### src/rtl/onehot_arb_pkg.sv
// Shared constants, FSM state type and helpers for the one-hot round-robin arbiter.
// Build option ONEHOT_ARB_OVERRUN_EN (used by onehot_rr_arbiter) enables the overrun flags.
package onehot_arb_pkg;

    // Fixed by the downstream 8-to-3 one-hot encoder.
    localparam int unsigned NREQ  = 8;
    localparam int unsigned IDX_W = 3;

    typedef logic [NREQ-1:0]  req_vec_t;
    typedef logic [IDX_W-1:0] req_idx_t;

    typedef logic [0:0] arb_state_t;
    localparam arb_state_t ARB_IDLE  = 1'b0;
    localparam arb_state_t ARB_GRANT = 1'b1;

    localparam req_vec_t SRC0_ONEHOT = {{(NREQ-1){1'b0}}, 1'b1};
    // Reset value of last: source 0 is searched first after reset.
    localparam req_idx_t LAST_RESET  = req_idx_t'(NREQ - 1);

    function automatic req_idx_t onehot_to_idx(input req_vec_t oh);
        req_idx_t idx;
        idx = '0;
        for (int unsigned i = 0; i < NREQ; i++) begin
            if (oh[i]) begin
                idx = idx | req_idx_t'(i);
            end
        end
        return idx;
    endfunction

endpackage

### src/rtl/onehot_rr_arbiter_rr_pick.sv
// Combinational rotate-priority picker: first set bit of pending searching upward from last+1.
module rr_pick
    import onehot_arb_pkg::*;
(
    input  logic [NREQ-1:0]  pending,
    input  logic [IDX_W-1:0] last,
    output logic [NREQ-1:0]  onehot,
    output logic             found
);

    req_idx_t idx;

    always_comb begin
        onehot = '0;
        found  = 1'b0;
        idx    = last;
        // Offset NREQ wraps back to last itself, so it is checked last.
        for (int unsigned i = 1; i <= NREQ; i++) begin
            idx = last + req_idx_t'(i);
            if (!found && pending[idx]) begin
                onehot = SRC0_ONEHOT << idx;
                found  = 1'b1;
            end
        end
    end

endmodule

### src/rtl/onehot_rr_arbiter.sv
// Round-robin arbiter: captures request pulses, issues one-hot grants over valid/ready.
// Define ONEHOT_ARB_OVERRUN_EN to build the sticky per-source overrun flags.
module onehot_rr_arbiter
    import onehot_arb_pkg::*;
(
    input  logic            clk,
    input  logic            rst_n,
    input  logic [NREQ-1:0] req,
    output logic [NREQ-1:0] grant,
    output logic            grant_valid,
    input  logic            grant_ready,
    output logic [NREQ-1:0] overrun,
    input  logic            overrun_clr
);

    arb_state_t state_q, state_d;
    req_vec_t   pending_q, pending_d;
    req_vec_t   grant_q, grant_d;
    logic       grant_valid_q, grant_valid_d;
    req_idx_t   last_q, last_d;

    req_vec_t   pick_onehot;
    logic       pick_found;
    logic       handshake;
    req_vec_t   clr_mask;

    assign handshake = grant_valid_q & grant_ready;
    assign clr_mask  = handshake ? grant_q : '0;

    // A request in the handshake cycle re-arms the bit being cleared.
    assign pending_d = (pending_q & ~clr_mask) | req;

    rr_pick u_rr_pick (
        .pending (pending_q),
        .last    (last_q),
        .onehot  (pick_onehot),
        .found   (pick_found)
    );

    always_comb begin
        state_d       = state_q;
        grant_d       = grant_q;
        grant_valid_d = grant_valid_q;
        last_d        = last_q;
        case (state_q)
            ARB_IDLE: begin
                if (pick_found) begin
                    grant_d       = pick_onehot;
                    grant_valid_d = 1'b1;
                    state_d       = ARB_GRANT;
                end
            end
            ARB_GRANT: begin
                if (handshake) begin
                    last_d        = onehot_to_idx(grant_q);
                    grant_d       = '0;
                    grant_valid_d = 1'b0;
                    state_d       = ARB_IDLE;
                end
            end
            default: begin
                grant_d       = '0;
                grant_valid_d = 1'b0;
                state_d       = ARB_IDLE;
            end
        endcase
    end

    always_ff @(posedge clk or negedge rst_n) begin
        if (!rst_n) begin
            state_q       <= ARB_IDLE;
            pending_q     <= '0;
            grant_q       <= '0;
            grant_valid_q <= 1'b0;
            last_q        <= LAST_RESET;
        end else begin
            state_q       <= state_d;
            pending_q     <= pending_d;
            grant_q       <= grant_d;
            grant_valid_q <= grant_valid_d;
            last_q        <= last_d;
        end
    end

    assign grant       = grant_q;
    assign grant_valid = grant_valid_q;

`ifdef ONEHOT_ARB_OVERRUN_EN
    req_vec_t overrun_q, overrun_d, overrun_set;

    always_comb begin
        overrun_set = req & pending_q & ~clr_mask;
        overrun_d   = overrun_clr ? '0 : (overrun_q | overrun_set);
    end

    always_ff @(posedge clk or negedge rst_n) begin
        if (!rst_n) begin
            overrun_q <= '0;
        end else begin
            overrun_q <= overrun_d;
        end
    end

    assign overrun = overrun_q;
`else
    logic unused_overrun_clr;
    assign unused_overrun_clr = overrun_clr;
    assign overrun            = '0;
`endif

endmodule

### config.mk
export PLATFORM = sky130hd
export DESIGN_NAME = onehot_rr_arbiter
export DESIGN_NICKNAME = d
export VERILOG_FILES = /design/src/rtl/onehot_arb_pkg.sv /design/src/rtl/onehot_rr_arbiter_rr_pick.sv /design/src/rtl/onehot_rr_arbiter.sv
export SDC_FILE = /design/constraint.sdc
export NUM_CORES = 1
export LEC_CHECK = 0
export CORE_MARGIN = 2
export CORE_UTILIZATION = 45
export CTS_BUF_LIST = sky130_fd_sc_hd__clkbuf_16
export DETAILED_ROUTE_END_ITERATION = 6
export PLACE_DENSITY = 0.7
export SYNTH_ARGS = -nofsm -noshare
export SYNTH_HDL_FRONTEND = slang
export SYNTH_SLANG_ARGS = --single-unit
### constraint.sdc
create_clock -name clk -period 3.3 [get_ports clk]
set_clock_uncertainty 0.15 [all_clocks]
set_input_delay 0.825 -clock clk [delete_from_list [all_inputs] [get_ports clk]]
set_output_delay 0.825 -clock clk [all_outputs]
set_load 0.02 [all_outputs]
; ---- After elaboration in Yosys (flattened, before gate mapping)
; Cells that the tools add are included.
[op_classes]
eq_ne = 2
bitwise_logic = 5
addsub = 7
n_shift = 8
reduce_logical = 16
muxes = 49
order_cmp = 8
[op_table]
columns = operator, count
row1 = 8-bit 2-to-1 mux, 11
row2 = "1-bit by 3-bit left shift with 8-bit output, first input constant", 8
row3 = "3-bit by 4-bit less-than comparator with 1-bit output, second input constant", 8
row4 = 1-bit binary-select mux with 3-bit select, 8
row5 = 1-bit 2-to-1 mux, 21
row6 = 8-bit case mux with 2 select lines, 1
row7 = "3-bit adder, second input constant", 4
row8 = 3-bit 2-to-1 mux, 4
row9 = 8-bit AND, 1
row10 = 8-bit NOT, 1
row11 = 8-bit bitwise OR, 1
row12 = 1-bit logical AND, 7
row13 = 1-bit zero test, 7
row14 = "3-bit by 2-bit adder with 3-bit output, second input constant", 2
row15 = 2-bit 2-to-1 mux, 2
row16 = 1-bit case mux with 2 select lines, 2
row17 = 2-bit AND reduction, 2
row18 = "3-bit by 1-bit adder with 3-bit output, second input constant", 1
row19 = "2-bit by 1-bit inequality test with 1-bit output, second input constant", 1
row20 = "2-bit inequality test, second input constant", 1
row21 = 1-bit AND, 1
row22 = 1-bit NOT, 1
[totals]
reg_bits = 21
elab_cells = 100

; ---- Logic depth before layout (Yosys ltp)
; Gate-level depths: netlist (run 1).
[depth]
word_depth = 27
depth_mapped = 13
mapped_depth_nobuf = 9

; ---- Modules after synthesis
; A second synthesis (run 1) with hierarchy kept.
[unflattened]
cells_unflattened = 270
hier_area_um2 = 2457.4
[by_module_without_submodules]
columns = mod, cells_per_inst, n_inst, area_per_inst_um2
row1 = rr_pick, 178, 1, 1457.6
row2 = onehot_rr_arbiter, 92, 1, 999.7

; ---- Least setup slack after synthesis (run 1)
; Ideal clock, no wire load.
[synth_path]
path_kind = reg2reg
from = register last_q[1]
to = register grant_q[4], in the netlist grant[4]
setup_ns = 0.147
path_buffers = 4
t_arrival_ns = 3.051
synth_period_minus_slack_ns = 3.348
path_stages_with_launch = 14
path_slack_ns = -0.048
required_time_ns = 3.003
cell_sequence = dfstp_2 > buf_2 > inv_1 > ha_1 > buf_6 > mux2_1 > mux4_2 > nor3_4 > and3_1 > buf_4 > buf_6 > a21oi_1 > o31ai_1 > a221oi_1
[synth_via]
elab_chain_cells = 27
[synth_rtl]
columns = item, line
row1 = start: declaration, onehot_rr_arbiter.sv:20  ; req_idx_t last_q, last_d;
row2 = start signal: assignment, onehot_rr_arbiter.sv:81  ; last_q <= last_d;
row3 = 3-bit by 1-bit adder with 3-bit output, onehot_rr_arbiter_rr_pick.sv:19  ; idx = last + req_idx_t'(i);
row4 = 1-bit binary-select mux with 3-bit select, onehot_rr_arbiter_rr_pick.sv:20  ; if (!found && pending[idx]) begin
row5 = 1-bit 2-to-1 mux (implied by the code), onehot_rr_arbiter_rr_pick.sv:20
row6 = 1-bit 2-to-1 mux, onehot_rr_arbiter_rr_pick.sv:20
row7 = 1-bit zero test, onehot_rr_arbiter_rr_pick.sv:20
row8 = 1-bit logical AND, onehot_rr_arbiter_rr_pick.sv:20
row9 = 1-bit 2-to-1 mux, onehot_rr_arbiter_rr_pick.sv:20
row10 = 1-bit zero test, onehot_rr_arbiter_rr_pick.sv:20
row11 = [11 not listed], n/a
row12 = 1-bit zero test, onehot_rr_arbiter_rr_pick.sv:20
row13 = 1-bit logical AND, onehot_rr_arbiter_rr_pick.sv:20
row14 = 1-bit 2-to-1 mux, onehot_rr_arbiter_rr_pick.sv:20
row15 = 1-bit zero test, onehot_rr_arbiter_rr_pick.sv:20
row16 = 1-bit logical AND, onehot_rr_arbiter_rr_pick.sv:20
row17 = 8-bit 2-to-1 mux or 1-bit 2-to-1 mux (tied branches), onehot_rr_arbiter_rr_pick.sv:20
row18 = 8-bit 2-to-1 mux or 2-bit inequality test (tied branches), n/a
row19 = 8-bit case mux with 2 select lines or 2-bit AND reduction (tied branches), n/a
row20 = end signal: assignment, onehot_rr_arbiter.sv:79  ; grant_q <= grant_d;
row21 = end: declaration, onehot_rr_arbiter.sv:18  ; req_vec_t grant_q, grant_d;
; Parallel ways exist; a longest one is shown, timed or not. The select of a mux whose other input is x is not followed.
; A chain may end at the register's enable or synchronous reset.

; ---- Worst setup path in the final report (run 1)
; Same ends and word-level chain as after synthesis.

==> results.md, run 1 <==
- Worst slew pin tran: ~0.9 ns
- Endpoints failing setup: 0
- Status: completed
- Top FF cell, synth: dfrtp_1
- Critical path type: reg -> reg
- Syn Area/Cell: between 9 and 10 µm²
- CTS Buf Count: 3
- Worst Hold Class: reg -> reg
- Sw Ratio: approximately 47%
- Nets: ~290
- Final WS setup: 0.144 ns
- Postcts setup bufs: 0
- Max FO, Critical Path: 6
- Drc violations: 0
- Largest net degree at the start of global routing: 22
- Post-CTS Hold Buffers: 0
- Pwr Total: ~2200 µW
- Setup TNS: 0 ns
- Io pins: 29
- Drt pass-1 iters: 5
- CTS tree: done
- Violation count after the first detailed-route iteration: roughly 220
- Final core occ: 55.4%
- Post-synth EDFFs: 0
- Sequential element share of the synthesized area: 23.8%
- Seq cells post-synth: 21
- Final count of pins violating max slew: 0
- GRT overflow: 0
- Seq pwr share: about a fifth
- Area growth syn-to-layout: 18.5%
- Met3 GRT Util: roughly 1.8%
- Combinational Power Share: around 68%
- Number of fillers in the final layout: around 430
- CTS clk-pin slew, worst paths: ~0.06 ns
- Netlist cell types: 55
- Via count: between 2,000 and 2,500
- Routed Antenna Nets: 0
- Layout cells sized above 1: between 20% and 30%
- Net Switching: around 1000 µW
- Critical Path AT: around 3.1 ns
- Half-perimeter wire length after placement: approximately 4400 µm
- Vias in the first global route: 1,939
- YS warnings: 0
- Tmin final: around 3.2 ns
- Max-cap viol count: 0
- Post-place setup slack: roughly 0.026 ns
- CTS Buffer Depth: 2
- CP Launch Type: flop
- PD cells: 830 mW/mm²
- GRT Total Usage: between 20% and 30%
- Ys async rst share: 100%
- Port bufs: 19
- Cell area after synthesis: roughly 0.0022 mm²
- Worst Setup End Kind: flop
- H-Tree Depth: 1
- Num rows: 25
- Fin crit share: between 90% and 100%
- P_int: ~1200 µW
- Leakage: a little under 0.001 µW
- Peak supply drop: ~0.0005 V
- Clock latency on the worst-skew pair: ~0.25 ns
- Cells after Synth: between 200 and 250
- Placer Congestion: between 0.9 and 1
- Initial core utilization: a little under half
- Routing usage on met1: about 35%
- Wirelength per Cell: approximately 18 µm
- Die span in y: approximately 74 µm
- Max Freq: 0.317 GHz
- Final Hold Fails: 0
- Worst Path Required: 3.29 ns
- Detailed Route WL: between 5000 and 6000 µm
- RSZ-0062 raised after global routing: false
- First-pass GRT wire length: around 9900 µm
- GR Util met2: between 30% and 40%
- Slew HR: about two fifths
- Clk sinks: 21
- Initial antenna violation count: 0
- Root Driver: clkbuf_16
- Clock power share: 11.7%
- Die footprint: 0.00552 mm²
- DIE WIDTH: ~74 µm
- Core Area: 0.00475 mm²
- Worst hold slack: ~0.36 ns
- GRT busiest layer: met2
- Antenna diode count: 0
- Vias per Instance: ~6.2
worst max-delay path, cell delays in order (launching register included):
cell	delay (ns)
dfstp_2	0.52
inv_1	0.07
ha_4	0.31
mux2_1	0.37
mux4_2	0.51
nor3_4	0.27
buf_4	0.16
nand3_1	0.12
nor2_1	0.12
o31ai_1	0.10
a221oi_1	0.33
path summary, 6_finish.rpt:
check                                  from           end  slack, ns  cells past startpoint
worst min register to register  grant_valid   grant_valid       0.36                      1
worst min-delay path            grant_valid   grant_valid       0.36                      1
min in group asynchronous             rst_n   grant_valid       0.92                      1
worst max-delay path              last_q[1]      grant[4]       0.14                     10
max in group asynchronous             rst_n  pending_q[7]       1.53                      1
worst max register to register    last_q[1]      grant[4]       0.14                     10
cell usage in the layout, fill, tap and decap left out, drive strengths merged, types with 2 or more instances in the layout:
| cell | count |
|---|---|
| o31ai | 6 |
| buf | 21 |
| and2 | 3 |
| a21o | 11 |
| nor4 | 7 |
| clkdlybuf4s50 | 19 |
| nand3 | 3 |
| dfstp | 3 |
| mux4 | 11 |
| xor2 | 2 |
| clkbuf | 3 |
| a22oi | 2 |
| dfrtp | 18 |
| inv | 8 |
| a211o | 2 |
| nor3 | 5 |
| a221oi | 10 |
| nor2b | 2 |
| a41oi | 2 |
| a21oi | 19 |
| mux2i | 6 |
| nor2 | 12 |
| and3 | 5 |
| conb | 8 |
| o21ai | 10 |
| a222oi | 3 |
| a221o | 2 |
| ha | 9 |
| xnor2 | 2 |
| mux2 | 6 |
| a31oi | 4 |
| nand2 | 35 |
| a22o | 3 |
final cells by class:
| type | instances | area, µm² | share of cell area [%] |
|---|---|---|---|
| clock buffer | 3 | 75.1 | 2.85 |
| clock inverter | 1 | 5.00 | 0.190 |
| inverter | 8 | 30.0 | 1.14 |
| multi-input combinational | 196 | 1550 | 58.8 |
| sequential | 21 | 529 | 20.1 |
| tap | 67 | 83.8 | 3.18 |
| timing repair buffer | 40 | 360 | 13.7 |
power groups by stage:
stage	registers [µW]	clock network, µW	logic, µW
after floorplan	456	0	1030
after detailed placement	453	0	1410
after global placement	451	0	1400
final	451	256	1480
after CTS	448	256	1430
after global routing	464	267	1610
sequential cells by signal (all words and copies together), names as in the netlist:
signal and flops:
grant 8, pending_q 8, last_q 3, grant_valid 1, state_q 1
synthesized netlist by cell type (all sizes together), types with 4 or more instances:
cell type	n	area, µm²
nand2	35	131
a21oi	19	118
buf	18	145
dfrtp	18	450
nor2	12	47.6
a21o	11	82.6
mux4	11	252
a221oi	10	87.6
o21ai	10	50.0
ha	9	113
inv	8	30.0
nor4	7	50.1
mux2	6	71.3
mux2i	6	85.1
o31ai	6	45.0
and3	5	36.3
clkbuf	5	20.0
nor3	5	36.3
a31oi	4	31.3
stage by stage:
step                area [µm²]  cells
floorplan                 2250    248
global placement          2530    332
detailed placement        2530    332
CTS                       2610    336
global route              2630    336
finish                    2630    336
what timing repair did:
item	CTS	global route
endpoints found under the setup margin	2	4
pin swaps	1	3
resized for setup	1	5
cells by family (layout without fill, tap and decap cells):
| logic type | after synthesis | in the layout | synth area share [%] |
|---|---|---|---|
| AO/OA/AOI/OAI | 79 | 79 | 26.3 |
| XOR/XNOR | 4 | 4 | 1.58 |
| adder cells (fa/ha/maj) | 9 | 9 | 5.07 |
| buffers and inverters | 31 | 52 | 8.78 |
| flip-flops | 21 | 21 | 23.8 |
| multiplexers | 23 | 23 | 18.4 |
| other | 1 | 8 | 0.169 |
| AND/OR/NAND/NOR | 73 | 73 | 15.9 |
layer usage:
metal | up-vias | wire (µm)
met2 | 105 | 2680
li1 | 965 | -
met1 | 986 | 2750
met4 | 0 | 131
met3 | 14 | 368
met5 | - | 0
Power figures use the tool's default switching activity.
==> run 2, diff against run 1 <==
--- a/config.mk
+++ b/config.mk
@@ -5,11 +5,13 @@
 export SDC_FILE = /design/constraint.sdc
 export NUM_CORES = 1
 export LEC_CHECK = 0
+export ABC_CLOCK_PERIOD_IN_PS = 3300
 export CORE_MARGIN = 2
 export CORE_UTILIZATION = 45
 export CTS_BUF_LIST = sky130_fd_sc_hd__clkbuf_16
 export DETAILED_ROUTE_END_ITERATION = 6
 export PLACE_DENSITY = 0.7
+export SLEW_MARGIN = 10
 export SYNTH_ARGS = -nofsm -noshare
 export SYNTH_HDL_FRONTEND = slang
 export SYNTH_SLANG_ARGS = --single-unit
==> results of run 2 <==
The final DEF is identical to that of run 1; final timing and power are the same.
